$ cat config.mk
export PLATFORM = sky130hd
export DESIGN_NAME = dcm_reset_sequencer
export DESIGN_NICKNAME = d
export VERILOG_FILES = /design/src/rtl/dcm_reset_sequencer.sv
export SDC_FILE = /design/constraint.sdc
export NUM_CORES = 1
export LEC_CHECK = 0
export CELL_PAD_IN_SITES_DETAIL_PLACEMENT = 0
export CELL_PAD_IN_SITES_GLOBAL_PLACEMENT = 2
export CORE_AREA = 3 3 61 86
export CTS_BUF_LIST = sky130_fd_sc_hd__clkbuf_2 sky130_fd_sc_hd__clkbuf_4 sky130_fd_sc_hd__clkbuf_8
export DETAILED_ROUTE_END_ITERATION = 10
export DIE_AREA = 0 0 64 89
export PLACE_DENSITY = 0.73
export SYNTH_ARGS = -nofsm -noshare
export SYNTH_HDL_FRONTEND = slang
export SYNTH_SLANG_ARGS = --single-unit
$ cat constraint.sdc
create_clock -name PCI_CLK -period 2.35 [get_ports PCI_CLK]
set_input_delay 0.47 -clock PCI_CLK [delete_from_list [all_inputs] [get_ports PCI_CLK]]
set_output_delay 0.47 -clock PCI_CLK [all_outputs]
set_load 0.03 [all_outputs]
$ cat src/rtl/dcm_reset_sequencer.sv
// rtl/dcm_reset_sequencer.sv - DCM reset/lock sequencer with retry, stability window and sticky failure
module dcm_reset_sequencer #(
  parameter int DCM_RST_CYCLES = 128,
  parameter int LOCK_TIMEOUT   = 4096,
  parameter int STABLE_CYCLES  = 2048,
  parameter int MAX_RETRIES    = 3
) (
  input  logic       PCI_CLK,
  input  logic       RESET_N,
  input  logic       SOFT_RST,
  input  logic       DCM_LOCKED,
  output logic       DCM_RST,
  output logic       WB_RST,
  output logic       WB_RST_DELAY,
  output logic       LOCK_FAIL,
  output logic [1:0] RETRY_CNT,
  output logic [2:0] STATE
);

  typedef enum logic [2:0] {
    ST_DCM_RST   = 3'd0,
    ST_WAIT_LOCK = 3'd1,
    ST_STABLE    = 3'd2,
    ST_RUN       = 3'd3,
    ST_FAIL      = 3'd4
  } state_t;

  // Terminal counts: the counter starts at 0 on state entry, so the last cycle is N-1
  localparam logic [15:0] DCM_LAST    = 16'(DCM_RST_CYCLES - 1);
  localparam logic [15:0] LOCK_LAST   = 16'(LOCK_TIMEOUT - 1);
  localparam logic [15:0] STABLE_LAST = 16'(STABLE_CYCLES - 1);
  localparam logic [1:0]  RETRY_MAX   = 2'(MAX_RETRIES);

  state_t      state_q, state_d;
  logic [15:0] cnt_q, cnt_d;
  logic [1:0]  retry_q, retry_d;
  logic        lock_fail_q, lock_fail_d;
  logic        dcm_rst_q, dcm_rst_d;
  logic        wb_rst_q, wb_rst_d;
  logic        wb_rst_delay_q, wb_rst_delay_d;
  logic        lk_meta_q, lk_q;

  // Two-flop synchronizer for the asynchronous DCM lock flag
  always_ff @(posedge PCI_CLK or negedge RESET_N) begin
    if (!RESET_N) begin
      lk_meta_q <= 1'b0;
      lk_q      <= 1'b0;
    end else begin
      lk_meta_q <= DCM_LOCKED;
      lk_q      <= lk_meta_q;
    end
  end

  // Next state, cycle counter, retry count and sticky failure; soft restart overrides everything
  always_comb begin
    state_d     = state_q;
    cnt_d       = cnt_q + 16'd1;
    retry_d     = retry_q;
    lock_fail_d = lock_fail_q;
    if (SOFT_RST) begin
      state_d     = ST_DCM_RST;
      cnt_d       = 16'd0;
      retry_d     = 2'd0;
      lock_fail_d = 1'b0;
    end else begin
      case (state_q)
        ST_DCM_RST: begin
          if (cnt_q == DCM_LAST) begin
            state_d = ST_WAIT_LOCK;
            cnt_d   = 16'd0;
          end
        end
        ST_WAIT_LOCK: begin
          if (lk_q) begin
            state_d = ST_STABLE;
            cnt_d   = 16'd0;
          end else if (cnt_q == LOCK_LAST) begin
            cnt_d = 16'd0;
            if (retry_q < RETRY_MAX) begin
              retry_d = retry_q + 2'd1;
              state_d = ST_DCM_RST;
            end else begin
              state_d     = ST_FAIL;
              lock_fail_d = 1'b1;
            end
          end
        end
        ST_STABLE: begin
          if (!lk_q) begin
            state_d = ST_DCM_RST;
            cnt_d   = 16'd0;
          end else if (cnt_q == STABLE_LAST) begin
            state_d = ST_RUN;
            cnt_d   = 16'd0;
            retry_d = 2'd0;
          end
        end
        ST_RUN: begin
          cnt_d = cnt_q;
          if (!lk_q) begin
            state_d = ST_DCM_RST;
            cnt_d   = 16'd0;
          end
        end
        ST_FAIL: begin
          cnt_d       = cnt_q;
          lock_fail_d = 1'b1;
        end
        default: begin
          state_d = ST_DCM_RST;
          cnt_d   = 16'd0;
        end
      endcase
    end
    // Reset outputs are decoded from the next state so they switch with STATE
    dcm_rst_d      = (state_d == ST_DCM_RST) || (state_d == ST_FAIL);
    wb_rst_d       = (state_d != ST_STABLE) && (state_d != ST_RUN);
    wb_rst_delay_d = (state_d != ST_RUN);
  end

  // State, counter and registered outputs
  always_ff @(posedge PCI_CLK or negedge RESET_N) begin
    if (!RESET_N) begin
      state_q        <= ST_DCM_RST;
      cnt_q          <= 16'd0;
      retry_q        <= 2'd0;
      lock_fail_q    <= 1'b0;
      dcm_rst_q      <= 1'b1;
      wb_rst_q       <= 1'b1;
      wb_rst_delay_q <= 1'b1;
    end else begin
      state_q        <= state_d;
      cnt_q          <= cnt_d;
      retry_q        <= retry_d;
      lock_fail_q    <= lock_fail_d;
      dcm_rst_q      <= dcm_rst_d;
      wb_rst_q       <= wb_rst_d;
      wb_rst_delay_q <= wb_rst_delay_d;
    end
  end

  assign DCM_RST      = dcm_rst_q;
  assign WB_RST       = wb_rst_q;
  assign WB_RST_DELAY = wb_rst_delay_q;
  assign LOCK_FAIL    = lock_fail_q;
  assign RETRY_CNT    = retry_q;
  assign STATE        = state_q;

endmodule

== Yosys cells after proc, flatten, opt, wreduce, memory -nomap -nowiden ==
Index checks and enable logic that the tools add are counted.

* Add/subtract/negate cells: 2
* Order comparisons: 1
* Eq/ne operators: 18
* Muxes and demuxes: 29
* Reductions and logical operators: 9

{| class="wikitable"
|+ Operators by type and width
! operator !! count
|-
| 16-bit 2-to-1 mux || 7
|-
| 16-bit one-hot mux with 5 select lines || 1
|-
| 3-bit 2-to-1 mux || 8
|-
| 3-bit inequality test, second input constant || 7
|-
| 16-bit by 1-bit adder with 16-bit output, second input constant || 1
|-
| 16-bit by 11-bit equality test with 1-bit output, second input constant || 1
|-
| 16-bit by 12-bit equality test with 1-bit output, second input constant || 1
|-
| 16-bit by 7-bit equality test with 1-bit output, second input constant || 1
|-
| 3-bit one-hot mux with 5 select lines || 1
|-
| 2-bit 2-to-1 mux || 6
|-
| 3-bit by 2-bit equality test with 1-bit output, second input constant || 2
|-
| 3-bit equality test, second input constant || 2
|-
| 3-bit logical NOT || 2
|-
| 3-bit by 2-bit inequality test with 1-bit output, second input constant || 2
|-
| 6-bit AND reduction || 1
|-
| 3-bit nonzero test || 2
|-
| 1-bit 2-to-1 mux || 4
|-
| 2-bit one-hot mux with 2 select lines || 1
|-
| 4-bit AND reduction || 1
|-
| 3-bit by 1-bit equality test with 1-bit output, second input constant || 1
|-
| 2-bit by 1-bit adder with 2-bit output, second input constant || 1
|-
| 2-bit < comparator, second input constant || 1
|-
| 2-bit inequality test, second input constant || 1
|-
| 1-bit one-hot mux with 2 select lines || 1
|-
| 3 further kinds || 3
|}

* Bits in registers: 27
* Logic and storage cells: 68

== Depth between registers and ports, before layout ==
* Depth after elaboration: 8
* Depth in mapped cells: 7

== Least setup slack after synthesis ==
OpenSTA, ideal clock, no wires.

* Kind: flip-flop to flip-flop
* Start point: register state_q[2], in the netlist STATE[2]
* End point: register cnt_q[7]
* Setup time: 0.094 ns
* Arrival: 1.980 ns
* Data required time: 2.256 ns
* Setup slack: 0.276 ns
* Cell stages (with the launch flop): 7
* Path buffers: 1
* Path through: dfrtp_1 clkbuf_1 a211oi_1 nand2_1 o2bb2ai_2 a21oi_4 a211oi_1

* Cells in the longest elaborated chain, start to end: 3

{| class="wikitable"
|+ RTL lines
! what !! line !! text
|-
| start, declared || 34 || <nowiki>state_t state_q, state_d;</nowiki>
|-
| start signal, assigned || 132 || <nowiki>state_q <= state_d;</nowiki>
|-
| 3-bit equality test, or another cell as far along || 66 || <nowiki>case (state_q)</nowiki>
|-
| 16-bit one-hot mux with 5 select lines, or another cell as far along || 66 ||
|-
| 16-bit 2-to-1 mux / 2-bit AND reduction (equally long branches) || - ||
|-
| end signal, assigned || 133 || <nowiki>cnt_q <= cnt_d;</nowiki>
|-
| end, declared || 35 || <nowiki>logic [15:0] cnt_q, cnt_d;</nowiki>
|}

Several ways; a longest one is shown, not always the timed one.
A chain may end at the register's enable or synchronous reset.

== Final worst setup path ==
* Start point: register cnt_q[14]
* End point: register cnt_q[3]

* Cells in the longest elaborated chain, start to end: 5

{| class="wikitable"
|+ RTL lines
! what !! line !! text
|-
| 16-bit by 11-bit equality test with 1-bit output / 16-bit by 12-bit equality test with 1-bit output (equally long branches) || 92, 77 ||
|-
| 16-bit 2-to-1 mux, on equally long branches || 92, 77 ||
|-
| 16-bit 2-to-1 mux, on equally long branches || 89, 74 ||
|-
| 16-bit one-hot mux with 5 select lines * || 66 ||
|-
| 16-bit 2-to-1 mux * || 60 || <nowiki>if (SOFT_RST) begin</nowiki>
|}

Mark *: on every way between the ends. The rest lies on a longest branch, timed or not.

==> flow_summary_export.csv <==
group,metric,value,unit
route,first_iter_violations,50,
timing,finalWorstSetupSlack,133.2,ps
critical_path,cp_max_fo,10,
final_layout,num_antenna_cells,0,
power,power_density,428.0,nW/um2
critical_path,r2r_start,"cnt_q[14]$_DFFE_PN0P_",
synthesis,synth.distinct_cells,49,
power,p_leak,0.7661,nW
clock_tree,clock_path_buffers,2,
flow_run,cap_violations,0,
synthesis,yosys-top-cells-area,"dfrtp_1, dfstp_2, nand2_1, nand3_1, a21o_1",
route,wl,3866,um
floorplan,start_util,34.98,%
route,drc,0,
critical_path,cp.arrival,2380,ps
timing,tns,0,ps
route,first_pass_iters,4,
timing,timing.hold.ws,378.6,ps
synthesis,ys_warn_count,0,
global_route,antenna_found_initial,0,
synthesis,synth_largest_area_cell,"dfrtp_1",
timing,drv_slew,0,
timing,fmax,451.1,MHz
final_layout,final_layout_size_suffix_gt1_share,14.59,%
synthesis,avgSynthCellArea,9.557,um2
critical_path,cp-end-kind,"flip-flop",
timing,finalSetupViolCount,0,
final_layout,fin_nets,192,
global_route,grt_pass1_vias,1375,
clock_tree,cts_buffers,3,
clock_tree,postCtsSetupBuffers,0,
timing,max-slew-margin-rel,64.48,%
synthesis,synth_nets,172,
timing,worst_pin_slew,525.4,ps
critical_path,ff2ff_path_depth,5,
global_route,grt_pass1_wl,6617,um
floorplan,die_x,64,um
synthesis,syn_area,1587,um2
clock_tree,clkTransAtPathRegs,110,ps
critical_path,critPathLaunchType,"flip-flop",
synthesis,ys_ff_latch,27,
clock_tree,ctsHoldBuffers,0,
timing,skew,5.155,ps
clock_tree,cts_root_buffer,"clkbuf_8",
global_route,grt.total_usage,15.06,%
place,portBuffers,12,
clock_tree,cts_tree,"done",
floorplan,coreArea,4536,um2
outcome,outcome,"completed",
synthesis,ys_seq_area_share,42.82,%
timing,finalHoldViolations,0,
floorplan,dieHeight,89,um
floorplan,die_area,5696,um2
timing,period_share,94.33,%
synthesis,synth-async-reset-ratio,100.0,%
route,viasPerCell,5.449,
synthesis,synth_edf_count,0,
power,ir_worst_vdd,0.2860,mV
floorplan,num_rows,29,
floorplan,ios,13,
clock_tree,clk_latency,280,ps
hold_path,min_from,"lk_meta_q$_DFF_PN0_",
clock_tree,post_cts_resized,0,
final_layout,syn2layout_area_growth,19.56,%
critical_path,worstPathRequired,2510,ps
place,preCtsSetupSlack,130.1,ps
synthesis,synth.most_common_cell,"dfrtp_1",
synthesis,synth_cells,166,
global_route,grt_overflow,0,
synthesis,synth_commonest_cells,"dfrtp_1, nand2_1, nand3_1",
timing,rsz0062_at_grt,"false",
clock_tree,htree_num_levels,1,
critical_path,r2r-end,"cnt_q[3]$_DFFE_PN0P_",
route,post_drt_wl_per_cell,15.65,um
critical_path,ff2ff_setup_slack,130,ps
route,vias,1346,
global_route,grt_max_degree,28,
hold_path,whs_endpoint,"lk_q$_DFF_PN0_",
synthesis,ys.flop_type,"dfrtp_1",
timing,period_minus_slack,2217,ps
clock_tree,clock_sinks,27,
place,hpwl,2902,um
synthesis,synth_top_area_share,37.85,%
hold_path,hp-class,"reg -> reg",
hold_path,hold_path_depth,0,
place,place.gp.congestion,0.8451,
route,ant_nets,0,
critical_path,path_class,"reg -> reg",
## per-layer routing
metal / track usage, % / wire (um)
met1: 17.05 / 1686
met2: 28.22 / 2001
met3: 2.516 / 107
met4: 5.501 / 71
met5: 0 / 0
## placed cells by master (no fill, tap or decap), types with 5 or more instances in the layout
cell and count:
nand4_1 5, a22oi_1 5, inv_1 6, a21o_1 6, nand3_1 9, nor2_1 6, buf_4 10, a21oi_1 8
nand2_1 16, nand2b_1 5, clkdlybuf4s50_1 12, dfrtp_1 24, nor3_1 5
## metrics by stage
| stage | power, mW | cells | utilization, % | area [um2] |
|---|---|---|---|---|
| 6_report | 0.8118 | 247 | 41.82 | 1897 |
| 5_1_grt | 0.8537 | 247 | 41.82 | 1897 |
| 4_1_cts | 0.8261 | 247 | 41.82 | 1897 |
| 3_5_place_dp | 0.5309 | 243 | 40.72 | 1847 |
| 3_3_place_gp | 0.5296 | 243 | 40.72 | 1847 |
| 2_1_floorplan | 0.5042 | 166 | - | 1587 |
## sequential cells by signal (all words and copies together) (netlist names)
register / count
DCM_RST: 1
LOCK_FAIL: 1
RETRY_CNT: 2
STATE: 3
WB_RST: 1
WB_RST_DELAY: 1
cnt_q: 16
lk_meta_q: 1
lk_q: 1
## cell type report
| cell class | instances | area [um2] |
|---|---|---|
| Clock buffer | 3 | 41.29 |
| Clock inverter | 1 | 8.758 |
| Inverter | 6 | 22.52 |
| Tap cell | 62 | 77.57 |
| Timing Repair Buffer | 23 | 215.2 |
| Fill cell | 466 | 2639 |
| Sequential cell | 27 | 679.4 |
| Multi-Input combinational cell | 125 | 852.1 |
## worst max path at each step
stage / slack, ps / to / start
global placement: 170 / cnt_q[11]$_DFFE_PN0P_ / cnt_q[14]$_DFFE_PN0P_
floorplan: 280 / cnt_q[7]$_DFFE_PN0P_ / STATE[2]$_DFF_PN0_
finish: 130 / cnt_q[3]$_DFFE_PN0P_ / cnt_q[14]$_DFFE_PN0P_
detailed placement: 130 / cnt_q[3]$_DFFE_PN0P_ / cnt_q[14]$_DFFE_PN0P_
CTS: 120 / cnt_q[3]$_DFFE_PN0P_ / cnt_q[14]$_DFFE_PN0P_
global route: 30 / cnt_q[11]$_DFFE_PN0P_ / cnt_q[0]$_DFFE_PN0P_
## critical path, stage by stage, from the launching register on
cell	delay (ps)
dfrtp_1	410
or4_1	650
o41a_1	430
o2bb2ai_2	170
a21oi_4	290
o211ai_1	140
## kinds of logic after synthesis
kind of cell               synth area share, %
DFF                                      42.82
adders and majority gates                1.577
and+or+nand+nor                          27.21
muxes                                    1.893
xor gates and xnor gates                 1.656
AOI/OAI and AO/OA                        21.37
buffers and inverters                    3.470
## report_power, final
part / internal [mW] / leakage, nW / switching (mW)
Combinational: 0.0174 / 0.380 / 0.0250
Sequential: 0.471 / 0.360 / 0.00763
Clock: 0.125 / 0.0261 / 0.166
No activity file was read; power rests on OpenSTA's default activity.
